`src/rtl/apes_acq_seq.sv`:
```
// rtl/apes_acq_seq.sv - APES acquisition sequencer: clear, timed collection, per-channel readout, framing.
module apes_acq_seq #(
  parameter int NCH   = 4,
  parameter int CNT_W = 24,
  parameter int TO_W  = 16
) (
  input  logic             clk50,
  input  logic             rst_n,
  input  logic             arm,
  input  logic             mode_cont,
  input  logic             abort,
  input  logic [CNT_W-1:0] coll_len,
  input  logic [NCH-1:0]   ch_mask,
  input  logic             collect_done,
  input  logic [NCH-1:0]   rd_done,
  output logic             cnt_clr,
  output logic             cnt_start,
  output logic [NCH-1:0]   rd_en,
  output logic             busy,
  output logic             frame_done,
  output logic             timeout_err,
  output logic [15:0]      frame_cnt
);

  localparam int CH_W = (NCH > 1) ? $clog2(NCH) : 1;

  typedef enum logic [2:0] {
    S_IDLE, S_CLEAR, S_COLLECT, S_READ, S_NEXT, S_DONE
  } state_t;

  state_t           state, state_nxt;
  logic [CNT_W-1:0] len_q, len_nxt;
  logic [CNT_W-1:0] coll_cnt, coll_cnt_nxt;
  logic [NCH-1:0]   mask_q, mask_nxt;
  logic [TO_W-1:0]  to_cnt, to_cnt_nxt;
  logic [CH_W-1:0]  ch_q, ch_nxt;
  logic             cnt_clr_nxt, cnt_start_nxt, busy_nxt, frame_done_nxt, timeout_err_nxt;
  logic [NCH-1:0]   rd_en_nxt;
  logic [15:0]      frame_cnt_nxt;

  logic             coll_end, rd_hit, to_hit;
  logic             first_found, next_found;
  logic [CH_W-1:0]  first_ch, next_ch;

  // Lowest set mask bit at or above index 'from'; MSB of the result flags a hit.
  function automatic logic [CH_W:0] find_ch(input logic [NCH-1:0] m, input int from);
    logic [CH_W:0] res;
    res = '0;
    for (int i = NCH - 1; i >= 0; i--) begin
      if (m[i] && i >= from) res = {1'b1, CH_W'(i)};
    end
    return res;
  endfunction

  assign coll_end = (coll_cnt == len_q - CNT_W'(1)) || collect_done;
  assign rd_hit   = rd_done[ch_q];
  assign to_hit   = &to_cnt;
  assign {first_found, first_ch} = find_ch(mask_q, 0);
  assign {next_found, next_ch}   = find_ch(mask_q, int'(ch_q) + 1);

  always_ff @(posedge clk50 or negedge rst_n) begin
    if (!rst_n) begin
      state       <= S_IDLE;
      len_q       <= CNT_W'(1);
      coll_cnt    <= '0;
      mask_q      <= '0;
      to_cnt      <= '0;
      ch_q        <= '0;
      cnt_clr     <= 1'b0;
      cnt_start   <= 1'b0;
      rd_en       <= '0;
      busy        <= 1'b0;
      frame_done  <= 1'b0;
      timeout_err <= 1'b0;
      frame_cnt   <= '0;
    end else begin
      state       <= state_nxt;
      len_q       <= len_nxt;
      coll_cnt    <= coll_cnt_nxt;
      mask_q      <= mask_nxt;
      to_cnt      <= to_cnt_nxt;
      ch_q        <= ch_nxt;
      cnt_clr     <= cnt_clr_nxt;
      cnt_start   <= cnt_start_nxt;
      rd_en       <= rd_en_nxt;
      busy        <= busy_nxt;
      frame_done  <= frame_done_nxt;
      timeout_err <= timeout_err_nxt;
      frame_cnt   <= frame_cnt_nxt;
    end
  end

  always_comb begin
    state_nxt = state;
    if (state != S_IDLE && abort) begin
      state_nxt = S_IDLE;
    end else begin
      case (state)
        S_IDLE:    if (arm) state_nxt = S_CLEAR;
        S_CLEAR:   state_nxt = S_COLLECT;
        S_COLLECT: if (coll_end) state_nxt = first_found ? S_READ : S_DONE;
        S_READ:    if (rd_hit || to_hit) state_nxt = S_NEXT;
        S_NEXT:    state_nxt = next_found ? S_READ : S_DONE;
        S_DONE:    state_nxt = mode_cont ? S_CLEAR : S_IDLE;
        default:   state_nxt = S_IDLE;
      endcase
    end
  end

  always_comb begin
    len_nxt         = len_q;
    coll_cnt_nxt    = coll_cnt;
    mask_nxt        = mask_q;
    to_cnt_nxt      = to_cnt;
    ch_nxt          = ch_q;
    cnt_clr_nxt     = 1'b0;
    cnt_start_nxt   = cnt_start;
    rd_en_nxt       = rd_en;
    timeout_err_nxt = timeout_err;
    busy_nxt        = (state_nxt != S_IDLE);
    frame_done_nxt  = (state_nxt == S_DONE);
    frame_cnt_nxt   = (state_nxt == S_DONE) ? frame_cnt + 16'd1 : frame_cnt;
    if (state != S_IDLE && abort) begin
      cnt_start_nxt = 1'b0;
      rd_en_nxt     = '0;
      cnt_clr_nxt   = 1'b1;
    end else if ((state == S_IDLE && arm) || (state == S_DONE && mode_cont)) begin
      cnt_clr_nxt     = 1'b1;
      len_nxt         = (coll_len == '0) ? CNT_W'(1) : coll_len;
      mask_nxt        = ch_mask;
      timeout_err_nxt = 1'b0;
    end else begin
      case (state)
        S_CLEAR: begin
          cnt_start_nxt = 1'b1;
          coll_cnt_nxt  = '0;
        end
        S_COLLECT: begin
          if (coll_end) begin
            cnt_start_nxt = 1'b0;
            if (first_found) begin
              rd_en_nxt           = '0;
              rd_en_nxt[first_ch] = 1'b1;
              ch_nxt              = first_ch;
              to_cnt_nxt          = TO_W'(1);
            end
          end else begin
            coll_cnt_nxt = coll_cnt + CNT_W'(1);
          end
        end
        S_READ: begin
          // to_cnt counts enabled cycles from 1, so a readout lasts at most all-ones cycles.
          if (rd_hit) begin
            rd_en_nxt = '0;
          end else if (to_hit) begin
            rd_en_nxt       = '0;
            timeout_err_nxt = 1'b1;
          end else begin
            to_cnt_nxt = to_cnt + TO_W'(1);
          end
        end
        S_NEXT: begin
          if (next_found) begin
            rd_en_nxt          = '0;
            rd_en_nxt[next_ch] = 1'b1;
            ch_nxt             = next_ch;
            to_cnt_nxt         = TO_W'(1);
          end
        end
        default: ;
      endcase
    end
  end

endmodule

```
`config.mk`:
```
export PLATFORM = sky130hd
export DESIGN_NAME = apes_acq_seq
export DESIGN_NICKNAME = d
export VERILOG_FILES = /design/src/rtl/apes_acq_seq.sv
export SDC_FILE = /design/constraint.sdc
export NUM_CORES = 1
export LEC_CHECK = 0
export CORE_ASPECT_RATIO = 0.5
export CORE_MARGIN = 2
export CORE_UTILIZATION = 52
export DETAILED_ROUTE_END_ITERATION = 12
export PLACE_DENSITY = 0.75
export SLEW_MARGIN = 40
export SYNTH_ARGS = -nofsm -noshare
export SYNTH_HDL_FRONTEND = slang
export SYNTH_SLANG_ARGS = --single-unit
```
`constraint.sdc`:
```
create_clock -name clk50 -period 3.5 [get_ports clk50]
set_input_delay 0.35 -clock clk50 [delete_from_list [all_inputs] [get_ports clk50]]
set_output_delay 0.35 -clock clk50 [all_outputs]
set_load 0.01 [all_outputs]
```
==> results_dict.tcl <==
set metrics [dict create \
    outcome "finished clean" \
    placedInstanceArea_um2 7059 \
    finish.instance_area_um2 7441 \
    clkLatencyLatePin_ps 350 \
    max_slew_margin_pct 38.29 \
    vias 5449 \
    holdBufCountCts 0 \
    max_clock_freq_ghz 0.2905 \
    vias_per_cell 5.936 \
    layout.filler_cells 877 \
    cts.reportedPaths.clkPinSlew_ps 70 \
    area.sequential_um2 2454 \
    grt_pass1_vias 5019 \
    max_cap_violations 0 \
    die-height_um 80.29 \
    io_buffer_count 62 \
    actual_transition_at_the_worst_max_transition_pin_ps 918.6 \
    synth_top_family_by_area "simple AND/OR/NAND/NOR gates" \
    detail_route.iter0.violations 427 \
    die_area_um2 12570 \
    cts_root_buf "clkbuf_16" \
    hold_class "in -> async" \
    synth-async-reset-ratio_pct 100.0 \
    fraction_of_the_yosys_area_taken_by_sequential_cells_pct 40.54 \
    core-area_um2 11180 \
    cp_data_arrival_time_ps 3680 \
    setup_tns_ps 0 \
    path_buf_inv 0 \
    synth.area.mux_share_pct 6.533 \
    ys_types 71 \
    initial_antenna_violation_count 0 \
    remaining_drcs 0 \
    floorplan.initialDensity_pct 54.12 \
    syn2layout_area_growth_pct 22.95 \
    synth_area_in_compound_gates_pct 15.94 \
    synth.cell_area_um2 6052 \
    drtAntennaViolNets 0 \
    synth-edff-count 0 \
    detail_route.wirelength_mm 15.33 \
    preCtsSetupSlack_ps -12.19 \
    post-route-min-period_ps 3442 \
    postSynth.topFlopCell "dfrtp_1" \
    grt_use_total_pct 25.16 \
    ys_seq_elements 98 \
    grt_start_max_net_pins 48 \
    critPathMaxStageDelay_ps 550 \
    post-synth-top-area-cell "dfrtp_1" \
    ys_top_cells_by_count "97 x dfrtp_1, 65 x nand2_1, 59 x nor2_1, 41 x o21ai_0, 31 x a21oi_1" \
    final_max_slew_viol_count 0 \
    tritoncts "yes" \
    timing.final.ws_setup_ps 57.93 \
    yosysMostFrequentCell "dfrtp_1" \
    setup-violations-final 0 \
    drt-pass1-iter-count 5 \
    top_cells_by_area_synth "dfrtp_1 40%, mux2_2 4.7%, nand2_1 4.0%" \
    power_density_nw_per_um2 683.6 \
    worst-setup-path-type "reg -> reg" \
    ioPinCount 63 \
    crit_path_frequent_cell "or4_4" \
    worst-path-max-fanout 5 \
    die_width_um 156.6 \
    hold_ws_ps 21.61 \
    endpoint_kind "register" \
    synth_largest_type_area_fraction_pct 40.11 \
    fraction_of_the_mapped_netlist_area_in_simple_logic_gates_pct 25.64 \
    synth-warning-count 0 \
    finalHoldViolCount 0 \
    cts.path.max_buffers 2 \
    htree_levels 3 \
    timing.critical_path.required_ps 3740 \
    vdd.ir_drop.worst_mv 0.3138 \
    synth_cells 674 \
    cts_sinks 98 \
    wire_length_of_the_first_global_routing_pass_mm 25.00 \
    antenna_cells_inserted 0 \
    syn_avg_cell_area_um2 8.979 \
    synthesis.nets 716 \
    cts_made_buffers 9 \
    dp_hpwl_mm 11.11 \
    yosys.area_share.xor_xnor_pct 7.091 \
    multiInputGateArea_um2 3492 \
    final_nets 797 \
    series_of_cell_instances_along_the_critical_path "or4_4, or4_4, xnor2_2, nand3_1, a2111o_1, o31a_1, or2_4, a21o_1, a211o_1" \
    timing.critical_path.from_type "register" \
    gr-total-overflow 0 \
    globalplace.congestion 0.9266 \
    critical_path.top_delay_family "simple AND/OR/NAND/NOR gates" \
    total_leakage_power_nw 3.086 \
    skew_ps 8.704 \
    wl_per_cell_um 16.70 \
    post_route_cells_drive_above_1_share_pct 15.42 \
    layout_worst_path_cycle_share_pct 98.34 \
    fraction_of_the_mapped_netlist_area_in_adder_cells_pct 0.8270 \
    cpMaxStageDelayCell "or4_4" \
    finalPower_w 0.005087 \
    floorplan.rows 27 \
    rsz_0062_raised_after_global_routing "yes" \
]
==> power by group <==
group | switching [W] | total [W] | internal (W)
clock | 0.000432 | 0.00100 | 0.000572
combinational | 0.00123 | 0.00234 | 0.00111
sequential | 0.000342 | 0.00175 | 0.00140
==> worst register-to-register path: stages (launching register included) <==
cell and delay [ps]:
dfrtp_1 400, or4_4 550, or4_4 510, xnor2_2 140, nand3_1 90, a2111o_1 500, o31a_1 400, or2_4 280
a21o_1 200, a211o_1 280
==> layer usage <==
metal | track usage [%] | routed length, um | part of all wire (%) | vias up
li1 | - | - | - | 2622
met1 | 36.14 | 7184 | 47 | 2614
met2 | 39.96 | 6992 | 46 | 196
met3 | 4.371 | 978 | 6.4 | 17
met4 | 5.688 | 171 | 1.1 | 0
met5 | 0 | 0 | 0 | -
==> layout by cell type (no fill, tap or decap), types with 4 or more instances in the layout <==
master | netlist | routed
a31oi_1 | 14 | 14
clkbuf_16 | 0 | 9
a21oi_1 | 31 | 31
o21ai_0 | 41 | 40
mux2i_1 | 8 | 8
nor2_1 | 59 | 57
and2_1 | 5 | 5
or4_1 | 7 | 6
and4_1 | 4 | 4
xor2_1 | 25 | 25
o31ai_1 | 6 | 5
buf_4 | 0 | 41
a21o_1 | 8 | 8
nor4_1 | 18 | 16
nor3b_1 | 4 | 4
nand2b_1 | 11 | 10
nand3_1 | 17 | 17
and3_1 | 12 | 12
mux2_2 | 25 | 25
a211o_1 | 6 | 6
inv_1 | 19 | 19
nand4_1 | 16 | 16
clkdlybuf4s50_1 | 0 | 61
or2_2 | 6 | 6
xnor2_1 | 24 | 23
or3_1 | 19 | 19
nand2_1 | 65 | 65
nand3b_1 | 5 | 5
dfrtp_1 | 97 | 97
nor3_1 | 22 | 22
==> sequential cells by signal, indices dropped and copies added (netlist names) <==
signal	cells
rd_en	4
busy	1
frame_done	1
len_q	24
cnt_start	1
coll_cnt	24
state	3
timeout_err	1
cnt_clr	1
ch_q	2
mask_q	4
frame_cnt	16
to_cnt	16
==> stage by stage <==
stage,utilization (%),instances
3_5_place_dp,63.13,903
6_report,66.54,918
4_1_cts,65.85,918
2_1_floorplan,-,674
3_3_place_gp,63.04,903
5_1_grt,66.54,918
==> path summary, 6_finish.rpt <==
path                            start          to  cells after the start  slack (ps)
max in group asynchronous       rst_n    state[0]                      2        2620
setup / recovery             len_q[1]     ch_q[1]                      9          60
min in group clk50         to_cnt[13]  to_cnt[13]                      1         460
hold reg to reg            to_cnt[13]  to_cnt[13]                      1         460
hold / removal                  rst_n     cnt_clr                      1          20
setup reg to reg             len_q[1]     ch_q[1]                      9          60
==> cell families after synthesis <==
| group | after synthesis |
|---|---|
| AOI/OAI and AO/OA | 146 |
| xor gates and xnor gates | 49 |
| buffers and inverters | 52 |
| adders and majority gates | 4 |
| and+or+nand+nor | 290 |
| DFF | 98 |
| muxes | 35 |
==> layout make-up <==
class	instances	share of cell area [%]
multi-input combinational	524	46.93
sequential	98	32.97
timing repair buffer	103	12.49
clock buffer	11	3.262
tap	159	2.674
inverter	19	0.9585
clock inverter	4	0.7062
==> repair_timing <==
item	CTS	global route
pin swaps	0	5
resized for setup	1	15
buffers inserted	0	0
endpoints found under the setup margin	1	46
(Power assumes the default switching activity.)
